File: config.mk
export PLATFORM = sky130hd
export DESIGN_NAME = uart_rx_os16_flat
export DESIGN_NICKNAME = d
export VERILOG_FILES = /design/src/rtl/uart_rx_os16_pkg.sv /design/src/rtl/uart_rx_os16_if.sv /design/src/rtl/uart_rx_os16_sync_bit.sv /design/src/rtl/uart_rx_os16.sv /design/src/flat_wrapper.sv
export SDC_FILE = /design/constraint.sdc
export NUM_CORES = 1
export LEC_CHECK = 0
export ABC_AREA = 1
export CORE_MARGIN = 2
export CORE_UTILIZATION = 50
export CTS_CLUSTER_DIAMETER = 100
export DETAILED_ROUTE_END_ITERATION = 10
export MAX_ROUTING_LAYER = met4
export PLACE_DENSITY = 0.82
export SYNTH_ARGS = -nofsm -noshare
export SYNTH_HDL_FRONTEND = slang
export SYNTH_HIERARCHICAL = 1
export SYNTH_SLANG_ARGS = --single-unit
File: constraint.sdc
create_clock -name clk_50m -period 3.5 [get_ports clk_50m]
set_clock_uncertainty 0.1 [all_clocks]
set_input_delay 0.35 -clock clk_50m [delete_from_list [all_inputs] [get_ports clk_50m]]
set_output_delay 0.35 -clock clk_50m [all_outputs]
set_load 0.05 [all_outputs]
File: src/rtl/uart_rx_os16_pkg.sv
// uart_rx_os16_pkg: shared UART receive state encoding and default widths
package uart_rx_os16_pkg;
  localparam int DEF_DATA_BITS = 8;
  localparam int DEF_OVERSAMPLE = 16;
  localparam int DEF_CNT_W = $clog2(DEF_OVERSAMPLE);
  localparam int DEF_IDX_W = $clog2(DEF_DATA_BITS + 1);
  typedef enum logic [2:0] {
    IDLE      = 3'd0,
    START     = 3'd1,
    DATA      = 3'd2,
    STOP      = 3'd3,
    WAIT_IDLE = 3'd4
  } rx_state_t;
endpackage

File: src/rtl/uart_rx_os16_if.sv
// uart_rx_os16_if: received-byte handshake between receiver and consumer
interface uart_rx_os16_if
  import uart_rx_os16_pkg::*;
#(
  parameter int DATA_BITS = DEF_DATA_BITS
);
  logic                 rdy_clr;
  logic [DATA_BITS-1:0] data;
  logic                 rdy;
  logic                 frame_err;
  logic                 overrun;
  logic                 busy;
  modport master(input rdy_clr, output data, rdy, frame_err, overrun, busy);
  modport slave(output rdy_clr, input data, rdy, frame_err, overrun, busy);
endinterface

File: src/rtl/uart_rx_os16_sync_bit.sv
// sync_bit: metastability flop chain that resets to the idle-high level
module sync_bit #(
  parameter int STAGES = 2
) (
  input  logic clk,
  input  logic rst,
  input  logic d,
  output logic q
);
  logic [STAGES-1:0] r_sync;
  // shift the asynchronous input through the chain every clock
  always_ff @(posedge clk)
    r_sync <= rst ? '1 : {r_sync[STAGES-2:0], d};
  assign q = r_sync[STAGES-1];
endmodule

File: src/rtl/uart_rx_os16.sv
// uart_rx_os16: 16x-oversampling 8N1 UART receiver with ready/clear handshake
module uart_rx_os16
  import uart_rx_os16_pkg::*;
#(
  parameter int DATA_BITS   = DEF_DATA_BITS,
  parameter int OVERSAMPLE  = DEF_OVERSAMPLE,
  parameter int SYNC_STAGES = 2
) (
  input  logic           clk_50m,
  input  logic           rst,
  input  logic           clken,
  input  logic           rx,
  uart_rx_os16_if.master bus
);
  localparam int CNT_W = $clog2(OVERSAMPLE);
  localparam int IDX_W = $clog2(DATA_BITS + 1);
  localparam logic [CNT_W-1:0] HALF = CNT_W'(OVERSAMPLE / 2 - 1);
  localparam logic [CNT_W-1:0] LAST = CNT_W'(OVERSAMPLE - 1);
  localparam logic [IDX_W-1:0] TOP  = IDX_W'(DATA_BITS - 1);
  rx_state_t            r_state;
  logic [CNT_W-1:0]     r_cnt;
  logic [IDX_W-1:0]     r_idx;
  logic [DATA_BITS-1:0] r_sh;
  logic [DATA_BITS-1:0] r_data;
  logic                 r_rdy;
  logic                 r_fe;
  logic                 r_ov;
  logic                 w_rx_s;
  sync_bit #(.STAGES(SYNC_STAGES)) u_sync (
    .clk(clk_50m),
    .rst(rst),
    .d  (rx),
    .q  (w_rx_s)
  );
  // frame recovery FSM; the clear path runs every cycle, framing only on clken
  always_ff @(posedge clk_50m) begin
    if (rst) begin
      r_state <= IDLE;
      r_cnt   <= '0;
      r_idx   <= '0;
      r_sh    <= '0;
      r_data  <= '0;
      r_rdy   <= 1'b0;
      r_fe    <= 1'b0;
      r_ov    <= 1'b0;
    end else begin
      if (bus.rdy_clr) begin
        r_rdy <= 1'b0;
        r_fe  <= 1'b0;
        r_ov  <= 1'b0;
      end
      if (clken)
        case (r_state)
          IDLE:
            if (!w_rx_s) begin
              r_state <= START;
              r_cnt   <= '0;
            end
          START:
            if (r_cnt == HALF) begin
              r_cnt   <= '0;
              r_idx   <= '0;
              r_state <= w_rx_s ? IDLE : DATA;
            end else r_cnt <= r_cnt + 1'b1;
          DATA:
            if (r_cnt == LAST) begin
              r_cnt <= '0;
              r_sh  <= {w_rx_s, r_sh[DATA_BITS-1:1]};
              r_idx <= r_idx + 1'b1;
              if (r_idx == TOP) r_state <= STOP;
            end else r_cnt <= r_cnt + 1'b1;
          STOP:
            if (r_cnt == LAST) begin
              r_cnt <= '0;
              if (w_rx_s) begin
                r_data  <= r_sh;
                r_rdy   <= 1'b1;
                if (r_rdy && !bus.rdy_clr) r_ov <= 1'b1;
                r_state <= IDLE;
              end else begin
                r_fe    <= 1'b1;
                r_state <= WAIT_IDLE;
              end
            end else r_cnt <= r_cnt + 1'b1;
          WAIT_IDLE:
            if (w_rx_s) r_state <= IDLE;
          default: r_state <= IDLE;
        endcase
    end
  end
  assign bus.data      = r_data;
  assign bus.rdy       = r_rdy;
  assign bus.frame_err = r_fe;
  assign bus.overrun   = r_ov;
  assign bus.busy      = r_state != IDLE;
endmodule

File: src/flat_wrapper.sv
// flat-port wrapper written by rule: the top's interface ports become plain ports
module uart_rx_os16_flat import uart_rx_os16_pkg::*;
#(
  parameter int DATA_BITS   = DEF_DATA_BITS,
  parameter int OVERSAMPLE  = DEF_OVERSAMPLE,
  parameter int SYNC_STAGES = 2
)
  (clk_50m, rst, clken, rx, bus_rdy_clr, bus_data, bus_rdy, bus_frame_err, bus_overrun, bus_busy);
  uart_rx_os16_if #(.DATA_BITS(DATA_BITS)) bus_i ();
  input  logic clk_50m;
  input  logic rst;
  input  logic clken;
  input  logic rx;
  input wire logic [$bits(bus_i.rdy_clr)-1:0] bus_rdy_clr;
  output wire logic [$bits(bus_i.data)-1:0] bus_data;
  output wire logic [$bits(bus_i.rdy)-1:0] bus_rdy;
  output wire logic [$bits(bus_i.frame_err)-1:0] bus_frame_err;
  output wire logic [$bits(bus_i.overrun)-1:0] bus_overrun;
  output wire logic [$bits(bus_i.busy)-1:0] bus_busy;
  assign bus_i.rdy_clr = bus_rdy_clr;
  assign bus_data = bus_i.data;
  assign bus_rdy = bus_i.rdy;
  assign bus_frame_err = bus_i.frame_err;
  assign bus_overrun = bus_i.overrun;
  assign bus_busy = bus_i.busy;
  uart_rx_os16 #(.DATA_BITS(DATA_BITS), .OVERSAMPLE(OVERSAMPLE), .SYNC_STAGES(SYNC_STAGES)) u_core (.clk_50m(clk_50m), .rst(rst), .clken(clken), .rx(rx), .bus(bus_i));
endmodule
# Word level (Yosys, flattened, before mapping)
# Cells that the tools add are included.
[word_totals]
register_bits = 32
latch_bits = 0
ram_bits = 0
mem_bits_ro = 0
input_bits = 5
out_inout_bits = 12
elab_cells = 68
mem_count = 0
[classes]
add_sub_neg = 2
mul = 0
div = 0
magnitude_cmp = 0
n_eq_ne = 13
shift = 0
muxes = 32
n_bitwise = 0
n_reduce_logical = 12
[ops]
columns = ["op", "n"]
rows = [
  ["3-bit 2-to-1 mux", 7],
  ["4-bit 2-to-1 mux", 5],
  ["1-bit 2-to-1 mux", 16],
  ["3-bit one-hot mux with 5 select lines", 1],
  ["4-bit one-hot mux with 3 select lines", 1],
  ["4-bit by 1-bit adder with 4-bit output, second input constant", 2],
  ["4-bit by 3-bit equality test with 1-bit output, second input constant", 2],
  ["2-bit by 1-bit inequality test with 1-bit output, second input constant", 4],
  ["4-bit one-hot mux with 2 select lines", 1],
  ["4-bit AND reduction", 2],
  ["7-bit AND reduction", 1],
  ["3-bit by 2-bit equality test with 1-bit output, second input constant", 2],
  ["3-bit AND reduction", 2],
  ["3-bit nonzero test", 2],
  ["4-bit equality test, second input constant", 1],
  ["2-bit inequality test, second input constant", 2],
  ["3-bit by 1-bit equality test with 1-bit output, second input constant", 1],
  ["3-bit equality test, second input constant", 1],
  ["3-bit logical NOT", 1],
  ["2-bit 2-to-1 mux", 1],
  ["2-bit nonzero test", 1],
  ["2-bit OR reduction", 1],
  ["1-bit logical AND", 1],
  ["1-bit logical NOT", 1],
]

# Depth between registers and ports, before layout
# Gate-level depths: netlist of run 1.
[logic_depth]
ltp_word = 7
ltp_mapped = 9
depth_no_buf = 9

# Modules after synthesis
# The synthesis of run 1 kept the hierarchy.
[modules_own_cells]
columns = ["mod", "instances", "cells_per_inst", "area_per_inst_um2", "seq_area_each_um2"]
rows = [
  ["uart_rx_os16", 1, 196, 1415.1, 600.6],
  ["sync_bit", 1, 7, 58.8, 40.0],
]

# Least setup slack after synthesis of run 1
# OpenSTA, ideal clock, no wires.
[synth_timing]
path_type = "register -> register"
startpoint = "register u_core.r_cnt[0]"
endpoint = "register u_core.r_data[7], in the netlist u_core/bus.data[7]"
setup_ns = 0.115
t_arrival_ns = 1.219
required_time_ns = 3.285
path_slack_ns = 2.065
path_stages_with_launch = 8
n_path_buf = 1
period_less_slack_ns = 1.435
cell_sequence = "dfxtp_1 ha_1 nand3_2 inv_1 nand4_2 buf_6 o21ai_2 a21oi_2"
[synth_via]
elab_chain_len = 2
[synth_rtl]
columns = ["element", "line_no", "text"]
rows = [
  ["start: declaration", "uart_rx_os16.sv:21", "logic [CNT_W-1:0] r_cnt;"],
  ["start signal: assignment", "uart_rx_os16.sv:64", "end else r_cnt <= r_cnt + 1'b1;"],
  ["start signal: assignment", "uart_rx_os16.sv:71", "end else r_cnt <= r_cnt + 1'b1;"],
  ["start signal: assignment", "uart_rx_os16.sv:84", "end else r_cnt <= r_cnt + 1'b1;"],
  ["4-bit equality test", "uart_rx_os16.sv:73", "if (r_cnt == LAST) begin"],
  ["4-bit AND reduction (no source line)", "n/a", ""],
  ["end signal: assignment", "uart_rx_os16.sv:76", "r_data <= r_sh;"],
  ["end: declaration", "uart_rx_os16.sv:24", "logic [DATA_BITS-1:0] r_data;"],
]
# Every way passes these cells.
# A chain may end at the register's enable or synchronous reset.

# Worst setup path after layout of run 1
[layout_timing]
startpoint = "register u_core.r_state[2]"
endpoint = "output port bus_busy"
[layout_via]
elab_chain_len = 1
[layout_rtl]
columns = ["element", "line_no", "text"]
rows = [
  ["start: declaration", "uart_rx_os16.sv:20", "rx_state_t r_state;"],
  ["start signal: assignment", "uart_rx_os16.sv:63", "r_state <= w_rx_s ? IDLE : DATA;"],
  ["3-bit nonzero test", "uart_rx_os16.sv:95", "assign bus.busy = r_state != IDLE;"],
  ["end: declaration", "flat_wrapper.sv:19", "output wire logic [$bits(bus_i.busy)-1:0] bus_busy;"],
]
# Every way passes these cells.

==> flow_summary.toml, run 1 <==
[floorplanning]
ios = 17
die_y_um = 58.3
dieWidth_um = 58.3
start_util = 0.530
dieArea_um2 = 3400
rows = 19
core_area_um2 = 2780

[synth]
yosysWarnings = 6
syn_area_per_cell_um2 = 7.26
synth_seq_area_share = 0.435
synth_cell_types = 27
netlist_instances = 203
synth_seq_cells = 32
netlist.area_leader.share = 0.435
synth_area_leaders = "dfxtp_1 (43%), nand2_1 (9.7%), nor2_1 (8.7%)"
yosys.area.top_type = "dfxtp_1"
netlist_area_um2 = 1470
synthesis.nets = 210

[critical_path]
worstPathArrival_ns = 1.82
worstPathRequired_ns = 3.05
critPathLaunchType = "register"
crit_fanout = 6
worst_setup_path_end_kind = "output pin"
worstSetupPathType = "register to output pin"
r2r_cells = 6

[timing]
period_minus_slack_ns = 2.27
hold_viol = 0
layout_worst_path_cycle_share = 0.648
final.setup.tns_ns = 0
worstMarginPinSlew_ns = 0.642
fmax_mhz = 441
rsz0062_at_grt = "false"
relSlewSlack = 0.572
slew_viol_final = 0
setup_violations = 0

[drt]
viasPerCell = 5.28
drc = 0
drt_iter0_markers = 36
num_vias = 1340
dr.pass1.iters = 5
ant_nets = 0
wl_per_cell_um = 11.2
totalWireLength_um = 2840

[cts]
postCtsSetupBuffers = 0
cts_buffers = 5
cts_resized = 0
clock_sinks = 32
clkSlewWorstSetupHoldPaths_ns = 0.10
htree_levels = 2
clock_latency_ns = 0.33
cts_tree = "yes"
clockRootBuffer = "clkbuf_4"
hold_buffers = 0
clk_path_buf_depth = 2

[cells_and_area]
num-nets-final = 229
insertedDiodeCount = 0
post-route-util = 0.621
syn_to_final_growth_pct = 17.2
fin_cells = 254
design_area_um2 = 1730
drive_gt1_frac = 0.130

[placed_design]
place.gp.congestion = 0.856
portBuffers = 16
dp.cells = 246
placed_area_um2 = 1650
dp_hpwl_um = 2020

[power]
p_seq_frac = 0.460
cellPowerDensity_nw_per_um2 = 493
ir_drop_mv = 0.419
p_switching_mw = 0.271
p_int_mw = 0.581
p_leak_nw = 0.703
p_clk_frac = 0.325
pwr-share-comb = 0.215
p_sw_frac = 0.318

[grt]
antenna_found_initial = 0
grt_max_degree = 24
grt_pass1_wl_um = 4880
overflow = 0
grt_usage = 0.194
grt_pass1_vias = 1193

[flow_run]
drv_cap = 0

[status]
status = "completed"

[worst_hold_path]
hold_depth = 2
worst_hold_path_type = "register to register"
==> cells in the final DEF, fill, tap and decap left out <==
cell and instances:
o21ai_1 1, inv_4 1, inv_1 25, o21ai_0 16
ha_1 2, nand2_2 2, o31ai_1 1, clkbuf_4 5
nand4_1 2, a21oi_1 17, clkinv_2 1, a211oi_1 1
nand2_4 1, nand3b_1 2, nand3_1 6, bufinv_16 1
dfxtp_1 32, nand2_1 38, inv_2 3, xnor2_1 1
nor2_4 1, clkinvlp_4 1, nor2_2 3, a21oi_2 3
nand4_2 1, clkdlybuf4s50_1 16, o21ai_2 2, nand3_2 4
nor2_1 34
==> critical path, stage by stage (launching register included) <==
cell and delay, ns:
dfxtp_1 0.47, inv_2 0.14, nand2_1 0.09, clkdlybuf4s50_1 0.79
==> metrics by stage <==
stage | worst slack (ns) | hold slack [ns] | power, mW
6_report | 1.23 | 0.330 | 0.852
5_1_grt | 1.17 | 0.377 | 0.897
4_1_cts | 1.23 | 0.337 | 0.857
3_5_place_dp | 1.49 | 0.312 | 0.581
3_3_place_gp | 1.57 | 0.308 | 0.580
2_1_floorplan | 2.07 | 0.287 | 0.539
==> flip-flops by register name, summed over array words and instances (netlist names) <==
register,flops
u_core/bus.data,8
u_core/r_sh,8
u_core/r_cnt,4
u_core/r_idx,4
u_core/r_state,3
u_core/u_sync/r_sync,2
u_core/bus.frame_err,1
u_core/bus.overrun,1
u_core/bus.rdy,1
==> cell families (layout without fill, tap and decap cells) <==
kind of cell | count (synthesis) | count (layout) | share of synthesized area
flops | 32 | 32 | 0.435
simple gates | 94 | 94 | 0.295
buf+inv | 33 | 53 | 0.0925
fa+ha+maj | 2 | 2 | 0.0170
compound gates | 41 | 41 | 0.155
xor+xnor | 1 | 1 | 0.00594
==> synth_stat cells <==
| master | instances |
|---|---|
| buf_6 | 1 |
| a21oi_1 | 17 |
| a21oi_2 | 3 |
| inv_4 | 1 |
| nand2_1 | 38 |
| a211oi_1 | 1 |
| nand3_1 | 6 |
| dfxtp_1 | 32 |
| o21ai_1 | 1 |
| nand4_1 | 2 |
| inv_2 | 3 |
| nand4_2 | 1 |
| ha_1 | 2 |
| nand2_4 | 1 |
| buf_2 | 2 |
| o21ai_0 | 16 |
| nor2_2 | 3 |
| nor2_4 | 1 |
| o31ai_1 | 1 |
| nand3_2 | 4 |
| xnor2_1 | 1 |
| inv_1 | 25 |
| clkbuf_1 | 1 |
| o21ai_2 | 2 |
| nand3b_1 | 2 |
| nor2_1 | 34 |
| nand2_2 | 2 |
==> layout make-up <==
cell class	count	area (µm²)
inverters	29	111
well taps	31	38.8
multi-input cells	138	697
clock inverters	3	42.5
clock buffers	5	37.5
fillers	249	1050
flip-flops and latches	32	641
repair buffers	16	160
==> power by group through the flow <==
stage | registers, mW | logic, mW | clock network, mW
floorplan | 0.396 | 0.143 | 0
global placement | 0.400 | 0.181 | 0
detailed placement | 0.400 | 0.181 | 0
CTS | 0.391 | 0.183 | 0.282
global route | 0.393 | 0.207 | 0.296
finish | 0.392 | 0.183 | 0.277
==> layer usage <==
layer,wire length (µm),track usage
met5,0,-
met4,48,0.0797
met1,1350,0.234
met2,1270,0.303
met3,164,0.0593
==> worst paths after layout <==
kind / from / to / slack [ns]
hold reg to reg: u_core/u_sync/r_sync[0] / u_core/u_sync/r_sync[1] / 0.33
setup / recovery: u_core/r_state[2] / bus_busy / 1.23
hold / removal: u_core/u_sync/r_sync[0] / u_core/u_sync/r_sync[1] / 0.33
setup reg to reg: u_core/r_cnt[0] / u_core/bus.data[2] / 1.64
Power figures use the tool's default switching activity.
==> run 2: changes to the inputs <==
clock period = 2.36 ns   (was 3.5 ns; I/O delays follow)
==> flow_summary.toml, run 2 (synthesis results as in run 1) <==
[critical_path]
r2r_cells = 6
critPathLaunchType = "register"
worstSetupPathType = "register to output pin"
worstPathArrival_ns = 1.82
worst_setup_path_end_kind = "output pin"
worstPathRequired_ns = 2.02
crit_fanout = 6

[cts]
cts_buffers = 5
clock_sinks = 32
postCtsSetupBuffers = 0
clockRootBuffer = "clkbuf_4"
hold_buffers = 0
clkSlewWorstSetupHoldPaths_ns = 0.10
clk_path_buf_depth = 2
htree_levels = 2
cts_tree = "yes"
clock_latency_ns = 0.35
cts_resized = 0

[cells_and_area]
layout_commonest_cell = "nand2_1"
num-nets-final = 230
layout_common_cells = "nand2_1 (38), nor2_1 (34), dfxtp_1 (32), inv_1 (25), a21oi_1 (17)"
post-route-util = 0.624
design_area_um2 = 1740
insertedDiodeCount = 0
drive_gt1_frac = 0.134
syn_to_final_growth_pct = 17.7
fin_cells = 255

[placed_design]
placed_area_um2 = 1660
dp.cells = 247
place.gp.congestion = 0.889
portBuffers = 16
dp_hpwl_um = 1900
pre_cts_ws_ns = 0.580

[floorplanning]
core_area_um2 = 2780
die_y_um = 58.3
dieArea_um2 = 3400
start_util = 0.530
ios = 17
dieWidth_um = 58.3
rows = 19

[timing]
layout_worst_path_cycle_share = 0.914
hold_viol = 0
finalWorstSetupSlack_ns = 0.204
relSlewSlack = 0.592
worstMarginPinSlew_ns = 0.612
fin_hold_ws_ns = 0.308
fmax_mhz = 464
period_minus_slack_ns = 2.16
setup_violations = 0
final.setup.tns_ns = 0
rsz0062_at_grt = "false"
slew_viol_final = 0

[drt]
viasPerCell = 5.02
num_vias = 1280
ant_nets = 0
drc = 0
totalWireLength_um = 2650
wl_per_cell_um = 10.4
dr.pass1.iters = 4
drt_iter0_markers = 27

[worst_hold_path]
worst_hold_path_type = "primary input to register"
hold_depth = 3

[grt]
grt_pass1_vias = 1106
antenna_found_initial = 0
overflow = 0
met1_usage = 0.236
grt_max_degree = 24
met2_usage = 0.265
grt_usage = 0.188
met3_usage = 0.0659
grt_pass1_wl_um = 4570
top_usage_layer = "met2"

[power]
p_sw_frac = 0.322
ir_drop_mv = 0.695
cellPowerDensity_nw_per_um2 = 733
p_seq_frac = 0.457
pwr-share-comb = 0.213
p_int_mw = 0.863
p_switching_mw = 0.409
total_power_mw = 1.27
p_leak_nw = 0.708
p_clk_frac = 0.330

[flow_run]
drv_cap = 0

[status]
status = "completed"
run 2: cell types whose count changed in the layout (fill, tap and decap cells not counted), sizes merged:
cell | previous run | this run
buf | 0 | 1
run 2: final timing paths:
path | slack (ns) | start | endpoint
max | 0.20 | u_core/r_state[2] | bus_busy
min | 0.31 | rx | u_core/u_sync/r_sync[0]
max reg2reg | 0.57 | u_core/r_cnt[0] | u_core/bus.data[0]
min reg2reg | 0.33 | u_core/u_sync/r_sync[0] | u_core/u_sync/r_sync[1]
run 2: final cells by class:
| class | count | area [µm²] |
|---|---|---|
| fillers | 269 | 1050 |
| clock inverters | 3 | 42.5 |
| multi-input cells | 138 | 697 |
| well taps | 31 | 38.8 |
| repair buffers | 17 | 168 |
| clock buffers | 5 | 37.5 |
| flip-flops and latches | 32 | 641 |
| inverters | 29 | 111 |
run 2: power groups by stage:
stage               registers (mW)  logic, mW  clock network, mW
floorplan                    0.588      0.212                  0
global placement             0.592      0.271                  0
detailed placement           0.592      0.271                  0
CTS                          0.580      0.272              0.427
global route                 0.583      0.306              0.447
finish                       0.581      0.271              0.420
run 2: critical path: stages (launching register included):
cell	delay (ns)
dfxtp_1	0.47
inv_2	0.13
nand2_1	0.09
clkdlybuf4s50_1	0.79
run 2: routing by layer:
| metal | vias to the layer above | routed length [µm] |
|---|---|---|
| met5 | - | 0 |
| met3 | 7 | 111 |
| met1 | 569 | 1360 |
| met2 | 21 | 1110 |
| li1 | 683 | - |
| met4 | 0 | 58 |
